[src/rtl/bp_fetch_unit_pkg.sv]
// Shared types and helpers for the fetch unit and its branch target buffer.
package bp_fetch_unit_pkg;

    // 2-bit saturating direction counter; the upper bit is the prediction.
    typedef enum logic [1:0] {
        CTR_SNT = 2'b00,
        CTR_WNT = 2'b01,
        CTR_WT  = 2'b10,
        CTR_ST  = 2'b11
    } ctr_e;

    // Per-entry BTB state. Tag and target widths follow the module
    // parameters, so those fields live in parallel arrays inside btb_dm.
    typedef struct packed {
        logic valid;
        ctr_e ctr;
    } btb_state_t;

    function automatic ctr_e ctr_inc(input ctr_e c);
        case (c)
            CTR_SNT: return CTR_WNT;
            CTR_WNT: return CTR_WT;
            default: return CTR_ST;
        endcase
    endfunction

    function automatic ctr_e ctr_dec(input ctr_e c);
        case (c)
            CTR_ST:  return CTR_WT;
            CTR_WT:  return CTR_WNT;
            default: return CTR_SNT;
        endcase
    endfunction

    function automatic logic ctr_taken(input ctr_e c);
        return (c == CTR_WT) || (c == CTR_ST);
    endfunction

endpackage

[src/rtl/bp_fetch_unit_if.sv]
// Instruction-memory, IF/ID and EX-resolution signals of the fetch unit.
interface bp_fetch_unit_if #(
    parameter int PC_W   = 18,
    parameter int DATA_W = 32
);
    // Instruction memory
    logic [PC_W-3:0]   im_addr;
    logic [DATA_W-1:0] im_instr;

    // IF/ID stage register
    logic [PC_W-1:0]   id_pc_plus4;
    logic [DATA_W-1:0] id_ir;
    logic              id_valid;
    logic              id_pred_taken;
    logic [PC_W-1:0]   id_pred_target;

    // Control-transfer resolution from EX
    logic              ex_valid;
    logic [PC_W-1:0]   ex_pc;
    logic              ex_taken;
    logic [PC_W-1:0]   ex_target;
    logic              ex_pred_taken;
    logic [PC_W-1:0]   ex_pred_target;

    // Fetch-unit side
    modport master (
        output im_addr,
        input  im_instr,
        output id_pc_plus4, id_ir, id_valid, id_pred_taken, id_pred_target,
        input  ex_valid, ex_pc, ex_taken, ex_target, ex_pred_taken, ex_pred_target
    );

    // Memory / pipeline side
    modport slave (
        input  im_addr,
        output im_instr,
        input  id_pc_plus4, id_ir, id_valid, id_pred_taken, id_pred_target,
        output ex_valid, ex_pc, ex_taken, ex_target, ex_pred_taken, ex_pred_target
    );
endinterface

[src/rtl/bp_fetch_unit_btb_dm.sv]
// Direct-mapped branch target buffer: combinational lookup on the fetch PC,
// trained on the clock edge by EX resolutions. Works on word addresses.
module btb_dm
    import bp_fetch_unit_pkg::*;
#(
    parameter int PC_W  = 18,
    parameter int DEPTH = 16
) (
    input  logic            clk,
    input  logic            rst,
    input  logic [PC_W-3:0] rd_word,
    output logic            pred_taken,
    output logic [PC_W-1:0] pred_target,
    input  logic            wr_en,
    input  logic [PC_W-3:0] wr_word,
    input  logic            wr_taken,
    input  logic [PC_W-1:0] wr_target
);
    localparam int WORD_W = PC_W - 2;
    localparam int IDX_W  = $clog2(DEPTH);
    localparam int TAG_W  = WORD_W - IDX_W;

    btb_state_t       state_q  [DEPTH];
    logic [TAG_W-1:0] tag_q    [DEPTH];
    logic [PC_W-1:0]  target_q [DEPTH];

    logic [IDX_W-1:0] rd_idx, wr_idx;
    logic [TAG_W-1:0] rd_tag, wr_tag;
    logic             rd_hit, wr_hit;

    assign rd_idx = rd_word[IDX_W-1:0];
    assign rd_tag = rd_word[WORD_W-1:IDX_W];
    assign wr_idx = wr_word[IDX_W-1:0];
    assign wr_tag = wr_word[WORD_W-1:IDX_W];

    // Lookup reads the pre-update contents; a same-cycle write shows next cycle.
    assign rd_hit      = state_q[rd_idx].valid && (tag_q[rd_idx] == rd_tag);
    assign pred_taken  = rd_hit && ctr_taken(state_q[rd_idx].ctr);
    assign pred_target = target_q[rd_idx];

    assign wr_hit = state_q[wr_idx].valid && (tag_q[wr_idx] == wr_tag);

    // Valid bits and direction counters: train on hit, allocate on taken miss.
    // NOTE: sequential state uses <= so every flop samples pre-edge values regardless of statement order.
    always_ff @(posedge clk or negedge rst) begin
        if (!rst) begin
            for (int i = 0; i < DEPTH; i++) begin
                state_q[i] <= '{valid: 1'b0, ctr: CTR_WNT};
            end
        end else if (wr_en) begin
            if (wr_hit) begin
                state_q[wr_idx].ctr <= wr_taken ? ctr_inc(state_q[wr_idx].ctr)
                                                : ctr_dec(state_q[wr_idx].ctr);
            end else if (wr_taken) begin
                state_q[wr_idx] <= '{valid: 1'b1, ctr: CTR_WT};
            end
        end
    end

    // Tag and target: written on every taken resolution (allocate or retarget).
    // NOTE: no reset on this storage; the valid bit alone decides whether an entry is meaningful.
    always_ff @(posedge clk) begin
        if (wr_en && wr_taken) begin
            tag_q[wr_idx]    <= wr_tag;
            target_q[wr_idx] <= wr_target;
        end
    end

endmodule

[src/rtl/bp_fetch_unit.sv]
// Fetch stage: PC register, next-PC selection with BTB prediction,
// IF/ID stage register, mispredict detection and statistics counters.
module bp_fetch_unit
    import bp_fetch_unit_pkg::*;
#(
    parameter int              PC_W      = 18,
    parameter int              DATA_W    = 32,
    parameter int              BTB_DEPTH = 16,
    parameter logic [PC_W-1:0] RESET_PC  = '0,
    parameter int              CNT_W     = 16
) (
    input  logic             clk,
    input  logic             rst,
    input  logic             stall,
    bp_fetch_unit_if.master  bus,
    output logic             mispredict,
    output logic [CNT_W-1:0] branch_count,
    output logic [CNT_W-1:0] mispred_count
);
    logic [PC_W-1:0]   pc_q, pc_d;
    logic [PC_W-1:0]   pc_plus4, ex_pc_plus4, redirect_pc;
    logic              pred_taken;
    logic [PC_W-1:0]   pred_target;
    logic [DATA_W-1:0] fetched_ir;

    assign pc_plus4    = pc_q + PC_W'(4);
    assign ex_pc_plus4 = bus.ex_pc + PC_W'(4);
    assign redirect_pc = bus.ex_taken ? bus.ex_target : ex_pc_plus4;
    assign bus.im_addr = pc_q[PC_W-1:2];
    assign fetched_ir  = bus.im_instr;

    assign mispredict = bus.ex_valid &&
                        ((bus.ex_taken != bus.ex_pred_taken) ||
                         (bus.ex_taken && (bus.ex_target != bus.ex_pred_target)));

    btb_dm #(
        .PC_W  (PC_W),
        .DEPTH (BTB_DEPTH)
    ) u_btb (
        .clk         (clk),
        .rst         (rst),
        .rd_word     (pc_q[PC_W-1:2]),
        .pred_taken  (pred_taken),
        .pred_target (pred_target),
        .wr_en       (bus.ex_valid),
        .wr_word     (bus.ex_pc[PC_W-1:2]),
        .wr_taken    (bus.ex_taken),
        .wr_target   (bus.ex_target)
    );

    // Next PC: mispredict redirect, then stall hold, then prediction, then sequential.
    // NOTE: pc_d gets a default first so no path leaves it unassigned and no latch is inferred.
    always_comb begin
        pc_d = pc_plus4;
        if (mispredict) begin
            pc_d = redirect_pc;
        end else if (stall) begin
            pc_d = pc_q;
        end else if (pred_taken) begin
            pc_d = pred_target;
        end
    end

    // PC register.
    always_ff @(posedge clk or negedge rst) begin
        if (!rst) begin
            pc_q <= RESET_PC;
        end else begin
            pc_q <= pc_d;
        end
    end

    // IF/ID register: flush on mispredict (even under stall), hold on stall.
    always_ff @(posedge clk or negedge rst) begin
        if (!rst) begin
            bus.id_pc_plus4    <= '0;
            bus.id_ir          <= '0;
            bus.id_valid       <= 1'b0;
            bus.id_pred_taken  <= 1'b0;
            bus.id_pred_target <= '0;
        end else if (mispredict) begin
            bus.id_pc_plus4    <= '0;
            bus.id_ir          <= '0;
            bus.id_valid       <= 1'b0;
            bus.id_pred_taken  <= 1'b0;
            bus.id_pred_target <= '0;
        end else if (!stall) begin
            bus.id_pc_plus4    <= pc_plus4;
            bus.id_ir          <= fetched_ir;
            bus.id_valid       <= 1'b1;
            bus.id_pred_taken  <= pred_taken;
            bus.id_pred_target <= pred_target;
        end
    end

    // Statistics: saturating counts of resolutions and mispredicts.
    always_ff @(posedge clk or negedge rst) begin
        if (!rst) begin
            branch_count  <= '0;
            mispred_count <= '0;
        end else begin
            if (bus.ex_valid && (branch_count != '1)) begin
                branch_count <= branch_count + CNT_W'(1);
            end
            if (mispredict && (mispred_count != '1)) begin
                mispred_count <= mispred_count + CNT_W'(1);
            end
        end
    end

endmodule

[src/flat_wrapper.sv]
// flat-port wrapper written by rule: the top's interface ports become plain ports
module bp_fetch_unit_flat import bp_fetch_unit_pkg::*;
#(
    parameter int              PC_W      = 18,
    parameter int              DATA_W    = 32,
    parameter int              BTB_DEPTH = 16,
    parameter logic [PC_W-1:0] RESET_PC  = '0,
    parameter int              CNT_W     = 16
)
  (clk, rst, stall, mispredict, branch_count, mispred_count, bus_im_addr, bus_im_instr, bus_id_pc_plus4, bus_id_ir, bus_id_valid, bus_id_pred_taken, bus_id_pred_target, bus_ex_valid, bus_ex_pc, bus_ex_taken, bus_ex_target, bus_ex_pred_taken, bus_ex_pred_target);
  bp_fetch_unit_if #(.PC_W(PC_W), .DATA_W(DATA_W)) bus_i ();
  input  logic clk;
  input  logic rst;
  input  logic stall;
  output logic mispredict;
  output logic [CNT_W-1:0] branch_count;
  output logic [CNT_W-1:0] mispred_count;
  output wire logic [$bits(bus_i.im_addr)-1:0] bus_im_addr;
  input wire logic [$bits(bus_i.im_instr)-1:0] bus_im_instr;
  output wire logic [$bits(bus_i.id_pc_plus4)-1:0] bus_id_pc_plus4;
  output wire logic [$bits(bus_i.id_ir)-1:0] bus_id_ir;
  output wire logic [$bits(bus_i.id_valid)-1:0] bus_id_valid;
  output wire logic [$bits(bus_i.id_pred_taken)-1:0] bus_id_pred_taken;
  output wire logic [$bits(bus_i.id_pred_target)-1:0] bus_id_pred_target;
  input wire logic [$bits(bus_i.ex_valid)-1:0] bus_ex_valid;
  input wire logic [$bits(bus_i.ex_pc)-1:0] bus_ex_pc;
  input wire logic [$bits(bus_i.ex_taken)-1:0] bus_ex_taken;
  input wire logic [$bits(bus_i.ex_target)-1:0] bus_ex_target;
  input wire logic [$bits(bus_i.ex_pred_taken)-1:0] bus_ex_pred_taken;
  input wire logic [$bits(bus_i.ex_pred_target)-1:0] bus_ex_pred_target;
  assign bus_im_addr = bus_i.im_addr;
  assign bus_i.im_instr = bus_im_instr;
  assign bus_id_pc_plus4 = bus_i.id_pc_plus4;
  assign bus_id_ir = bus_i.id_ir;
  assign bus_id_valid = bus_i.id_valid;
  assign bus_id_pred_taken = bus_i.id_pred_taken;
  assign bus_id_pred_target = bus_i.id_pred_target;
  assign bus_i.ex_valid = bus_ex_valid;
  assign bus_i.ex_pc = bus_ex_pc;
  assign bus_i.ex_taken = bus_ex_taken;
  assign bus_i.ex_target = bus_ex_target;
  assign bus_i.ex_pred_taken = bus_ex_pred_taken;
  assign bus_i.ex_pred_target = bus_ex_pred_target;
  bp_fetch_unit #(.PC_W(PC_W), .DATA_W(DATA_W), .BTB_DEPTH(BTB_DEPTH), .RESET_PC(RESET_PC), .CNT_W(CNT_W)) u_core (.clk(clk), .rst(rst), .stall(stall), .bus(bus_i), .mispredict(mispredict), .branch_count(branch_count), .mispred_count(mispred_count));
endmodule
[config.mk]
export PLATFORM = sky130hd
export DESIGN_NAME = bp_fetch_unit_flat
export DESIGN_NICKNAME = d
export VERILOG_FILES = /design/src/rtl/bp_fetch_unit_pkg.sv /design/src/rtl/bp_fetch_unit_if.sv /design/src/rtl/bp_fetch_unit_btb_dm.sv /design/src/rtl/bp_fetch_unit.sv /design/src/flat_wrapper.sv
export SDC_FILE = /design/constraint.sdc
export NUM_CORES = 1
export LEC_CHECK = 0
export CORE_ASPECT_RATIO = 2
export CORE_UTILIZATION = 55
export DETAILED_ROUTE_END_ITERATION = 16
export PLACE_DENSITY = 0.84
export SKIP_LAST_GASP = 1
export SYNTH_ARGS = -nofsm -noshare
export SYNTH_HDL_FRONTEND = slang
export SYNTH_HIERARCHICAL = 1
export SYNTH_SLANG_ARGS = --single-unit
[constraint.sdc]
create_clock -name clk -period 8 [get_ports clk]
set_input_delay 1.6 -clock clk [delete_from_list [all_inputs] [get_ports clk]]
set_output_delay 1.6 -clock clk [all_outputs]
set_load 0.05 [all_outputs]
# Word level (Yosys, flattened, before mapping)

Memory sizes are Yosys's and may differ from the RTL's.
Index checks and enable logic that the tools add are counted.

Mux-type cells: 36
Shift operators: 0
$lt $le $gt $ge: 3
Div/mod/pow operators: 0
Add/sub/neg operators: 4
Equality and inequality tests: 12
Reductions and logical operators: 14
Multipliers: 0
Bitwise operators: 5

Operators by type and width:

| kind                  | count |
|---|---|
| $mux 18               | 8 |
| $mux 48               | 2 |
| $mux 32               | 2 |
| $bwmux 48             | 1 |
| $add 18x3->18 const B | 2 |
| $add 16x1->16 const B | 2 |
| $ne 16x16->1 const B  | 2 |
| $or 32x32->32         | 1 |
| $bmux 3 s4            | 2 |
| $demux 3 s4           | 2 |
| $eq 12x12->1          | 2 |
| $ne 18x18->1          | 1 |
| $and 16x16->16        | 1 |
| $not 16->16           | 1 |
| $mux 3                | 5 |
| $mux 2                | 6 |
| $ge 5x5->1 const B    | 2 |
| $not 4->5             | 2 |
| $logic_and 1x1->1     | 9 |
| $eq 2x2->1 const B    | 4 |
| $pmux 2 s2            | 2 |
| $mux 1                | 6 |
| $lt 5x1->1 const B    | 1 |
| $eq 2x1->1 const B    | 1 |
| other kinds (6)       | 7 |

Input port bits: 92
Bits in latches: 0
Memories: 2
Bits in writable memories: 480
Register bits: 168
Output and inout port bits: 119
Memory bits (read-only): 0

Memory list:

| name                  | words | width | rd ports | clocked after Yosys merged registers in | wr ports | RTL line                   | RTL |
|---|---|---|---|---|---|---|---|
| u_core.u_btb.target_q | 16    | 18    | 1        | 0                                       | 1        | bp_fetch_unit_btb_dm.sv:25 | `logic [PC_W-1:0] target_q [DEPTH];` |
| u_core.u_btb.tag_q    | 16    | 12    | 2        | 0                                       | 1        | bp_fetch_unit_btb_dm.sv:24 | `logic [TAG_W-1:0] tag_q [DEPTH];` |

# Depth between registers and ports, before layout

Depth after elaboration: 11
Depth in mapped cells: 16

# By module

Netlist, hierarchy kept.

Modules (own cells, without submodules):

| module        | area an instance (sq um) | seq. area each (sq um) | cells an instance | times used |
|---|---|---|---|---|
| btb_dm        | 22795.6                  | 15635.0                | 1142              | 1 |
| bp_fetch_unit | 6336.1                   | 3002.9                 | 639               | 1 |

# Least setup slack after synthesis

No wires, ideal clock.

Path kind: reg-to-reg
Start point: register u_core.pc_q[2]
End point: register u_core.pc_q[15]
Path buffers: 4
Cell stages (with the launch flop): 15
Required time: 7.936 ns
Clock period less this slack: 4.481 ns
Path slack: 3.519 ns
Setup time: 0.064 ns
Data arrival time: 4.416 ns
Cells stage by stage: dfrtp_1 > clkbuf_1 > buf_2 > buf_1 > mux4_2 > mux4_2 > xnor2_1 > nand4_1 > nor4_1 > inv_1 > clkbuf_1 > nor2_1 > a22oi_1 > a21oi_1 > a21o_1

Cells in the longest elaborated chain, start to end: 10
Elaborated cells between the ends (all ways): 16
Those cells by class: add/sub: 1; eq/ne: 3; mux: 6; bitwise: 1; reduce/logical: 3; memory: 2

RTL lines:

| element                                   | RTL line                                               | RTL |
|---|---|---|
| start, declared                           | bp_fetch_unit.sv:20                                    | `logic [PC_W-1:0] pc_q, pc_d;` |
| start signal, assigned                    | bp_fetch_unit.sv:69                                    | `pc_q <= pc_d;` |
| $not 4->5 (not written as such)           | bp_fetch_unit_btb_dm.sv:37, bp_fetch_unit_btb_dm.sv:38 |  |
| $bmux 3 s4                                | bp_fetch_unit_btb_dm.sv:37, bp_fetch_unit_btb_dm.sv:38 |  |
| $mux 3 (not written as such) (2 in a row) | bp_fetch_unit_btb_dm.sv:38                             | `assign pred_taken = rd_hit && ctr_taken(state_q[rd_idx].ctr);` |
| $eq 2x2->1                                | bp_fetch_unit_pkg.sv:36                                | `return (c == CTR_WT) \|\| (c == CTR_ST);` |
| $logic_or 1x1->1                          | bp_fetch_unit_pkg.sv:36                                |  |
| $logic_and 1x1->1 (*)                     | bp_fetch_unit_btb_dm.sv:38                             |  |
| via u_core.pred_taken                     | bp_fetch_unit.sv:22                                    | `logic pred_taken;` |
| $mux 18 (*)                               | bp_fetch_unit.sv:59                                    | `end else if (pred_taken) begin` |
| $mux 18 (*)                               | bp_fetch_unit.sv:57                                    | `end else if (stall) begin` |
| $mux 18 (*)                               | bp_fetch_unit.sv:55                                    | `if (mispredict) begin` |

The timed path passes the listed nets; every way through them passes the cells marked *. The select of a mux whose other input is x is not followed.
A chain may end at the register's enable or synchronous reset.

# Final worst setup path

Start point: input port bus_ex_target[1]
End point: output port mispredict

Cells in the longest elaborated chain, start to end: 4

RTL lines:

| element           | RTL line            | RTL |
|---|---|---|
| start, declared   | flat_wrapper.sv:28  | `input wire logic [$bits(bus_i.ex_target)-1:0] bus_ex_target;` |
| $ne 18x18->1      | bp_fetch_unit.sv:34 | `(bus.ex_taken && (bus.ex_target != bus.ex_pred_target)));` |
| $logic_and 1x1->1 | bp_fetch_unit.sv:34 |  |
| $logic_or 1x1->1  | bp_fetch_unit.sv:33 | `((bus.ex_taken != bus.ex_pred_taken) \|\|` |
| $logic_and 1x1->1 | bp_fetch_unit.sv:32 | `assign mispredict = bus.ex_valid &&` |
| end, declared     | flat_wrapper.sv:15  | `output logic mispredict;` |

Every way passes these cells.

==> results.md <==
- Status: complete, no violations
- CTS clk-pin slew, worst paths: 0.07 ns
- Initial Utilization: 55.58%
- Top cells by count, synth: 480 x edfxtp_1, 204 x mux4_2, 152 x dfrtp_1
- Boundary pin count: about 210
- Largest cells by area after synthesis: edfxtp_1 49%, mux4_2 16%, dfrtp_1 13%
- First-pass GRT wire length: between 100000 and 150000 microns
- Hold WC Path Type: reg2reg
- Ratio of cells with drive above 1 in the final layout: roughly a fifth
- Post-Synth Adder-Cell Area: less than 1%
- Dpl hpwl: about 53000 microns
- Synth Register Bits: 648
- CTS hold repair buffers: 0
- Num rows: 119
- Max-Cap Viols: 0
- Ys flop type: edfxtp_1
- Initial DRC count: 2361
- GPL Wtd Cong: 0.9277
- Post-DRT Antenna Nets: 0
- Worst-path maximum fanout: 18
- Unrepaired setup endpoints after global routing: no
- Total CTS buffers: 54
- Clock Path Buffers: 3
- Die Y-Extent: 327.5 microns
- Critical Path RT: 6.40 ns
- Post-synth top area cell: edfxtp_1
- Layout fillers: between 3000 and 4000
- Die extent in x: 164.7 microns
- Synth Area in XOR/XNOR: 2.796%
- Core area: between 50000 and 60000 sq um
- Critical Path End Type: output port
- Synth cell types: 67
- Post-synthesis cell area: 29130 sq um
- I/O Buffers: 210
- Avg Cell Area, Syn: 16.36 sq um
- Wire per inst: 31.92 microns
- Sink Count: 648
- Measured slew at the worst slew-check pin: 1.141 ns
- Syn Nets: 1877
- TritonCTS clock tree: done
- Final Total Pwr: 8533 uW
- Multi-input gate area: approximately 10000 sq um
- Slew margin rel.: 23.91%
- Final Hold Viols: 0
- Period utilisation layout: 80.27%
- Complex-gate fraction of the synthesized area: 5.034%
- VDD IR max: 0.0002557 V
- Via density: ~7
- Count leader, synth: edfxtp_1
- Max Clock Skew: 0.02417 ns
- Post_cts resized: 0
- Final-stage net count: 2080
- Root Driver: clkbuf_16
- LEAKAGE: 0.01191 uW
- Post-route DRC: 0
- Setup TNS: 0 ns
- Kind of start point of the critical path: input port
- Slew Limit Fails: 0
- Total Wirelength: ~86000 microns
- Critical path class: in2out
- Register Area: roughly 19000 sq um
- Setup Viol. Count Final: 0
- GRT Overall Usage: 32.56%
- Antenna violations before repair: 1
- Yosys warns: 6
- Mux contribution to synthesized area: around a fifth
- H-tree depth: 2
- Synth async-reset ratio: 25.93%
- Cells after Synth: between 1500 and 2000
- Register area share after synthesis: 63.98%
- Worst-Skew Late Latency: 0.63 ns
- Synth top area share: 49.48%
- First-pass DRT Iterations: 6
- Vias: 18835
- Grt ovf: 0
- Largest family of logic cells by synthesized area: multiplexers
- Post-route minimum period: 6.422 ns
- Die area: between 50000 and 60000 sq um
- Post-synth EDFFs: 480
- Arr. time, crit path: 4.82 ns
- Setup bufs post-CTS: 0
- F_max: 0.1557 GHz
- Vias in the first global route: 19435
- Pin count of the biggest net entering global routing: roughly 110
- Area delta synth->final: 16.60%
- Power Density: between 200 and 300 nW/um^2
- Synth Area in Simple Gates: 6.159%
worst paths after layout:
check	start	end	slack [ns]	cells past startpoint
min in group asynchronous	rst	u_core/bus.id_ir[19]	1.00	1
worst max register to register	u_core/pc_q[2]	u_core/pc_q[13]	2.69	13
max in group asynchronous	rst	u_core/pc_q[2]	5.21	2
worst min-delay path	u_core/u_btb/state_q[24]	u_core/u_btb/state_q[24]	0.48	1
worst max-delay path	bus_ex_target[1]	mispredict	1.58	7
worst min register to register	u_core/u_btb/state_q[24]	u_core/u_btb/state_q[24]	0.48	1
cell usage in the layout (no fill, tap or decap), drive strengths merged, types with 25 or more instances in the layout:
cell type,Yosys,routed
a21oi,25,25
a22oi,31,31
buf,66,53
clkbuf,44,66
clkdlybuf4s50,0,204
dfrtp,152,152
edfxtp,480,480
inv,31,35
mux2i,95,95
mux4,204,204
nand2,78,78
nand3,38,38
nor2,132,132
o21ai,34,34
xnor2,38,38
xor2,55,55
worst max-delay path, cell delays in order:
cell and delay, ns:
clkdlybuf4s50_1 0.86, xor2_1 0.20, nor4_1 0.65, nand4_1 0.25
o31ai_4 0.32, clkinv_2 0.19, clkdlybuf4s50_1 0.75
where the power goes:
group | switching [uW] | internal [uW]
Sequential | 206 | 3760
Combinational | 1030 | 682
Clock | 1250 | 1600
Total | 2480 | 6050
routing by layer:
metal | share of wire [%] | GRT usage (%) | up-vias
li1 | - | - | 7439
met1 | 30 | 35.92 | 9475
met2 | 51 | 55.00 | 1459
met3 | 9.2 | 6.255 | 462
met4 | 9.1 | 24.57 | 0
met5 | 0 | 0 | -
cell type report:
class	instances	area share (%)
Clock buffer	66	4.384
Antenna cell	1	0.007367
Clock inverter	34	1.293
Inverter	31	0.3463
Tap cell	665	2.450
Multi-Input combinational cell	992	29.45
Timing Repair Buffer	257	7.172
Sequential cell	648	54.90
per-stage QoR:
| step | setup slack (ns) | instances | util (%) | cell area, sq um | hold WS, ns |
|---|---|---|---|---|---|
| CTS | 1.605 | 2693 | 64.80 | 33960 | 0.4827 |
| detailed placement | 1.645 | 2593 | 61.12 | 32040 | 0.4686 |
| global route | 1.594 | 2694 | 64.81 | 33970 | 0.4865 |
| floorplan | 3.519 | 1781 | - | 29130 | 0.4435 |
| global placement | 1.628 | 2593 | 61.12 | 32040 | 0.4562 |
| finish | 1.578 | 2694 | 64.81 | 33970 | 0.4841 |
registers in the layout, indices dropped and copies added, names as in the netlist:
register                   flops
u_core/bus.id_pred_target     18
u_core/branch_count           16
u_core/u_btb/state_q          48
u_core/pc_q                   18
u_core/u_btb/target_q        288
u_core/bus.id_valid            1
u_core/bus.id_pred_taken       1
u_core/mispred_count          16
u_core/bus.id_ir              32
u_core/u_btb/tag_q           192
u_core/bus.id_pc_plus4        18
kinds of logic after synthesis:
kind of cell	Yosys count
flip-flops	648
AND/OR/NAND/NOR	371
multiplexers	315
AO/OA/AOI/OAI	207
buffers and inverters	141
XOR/XNOR	93
adder cells (fa/ha/maj)	6
(Power assumes the default switching activity.)
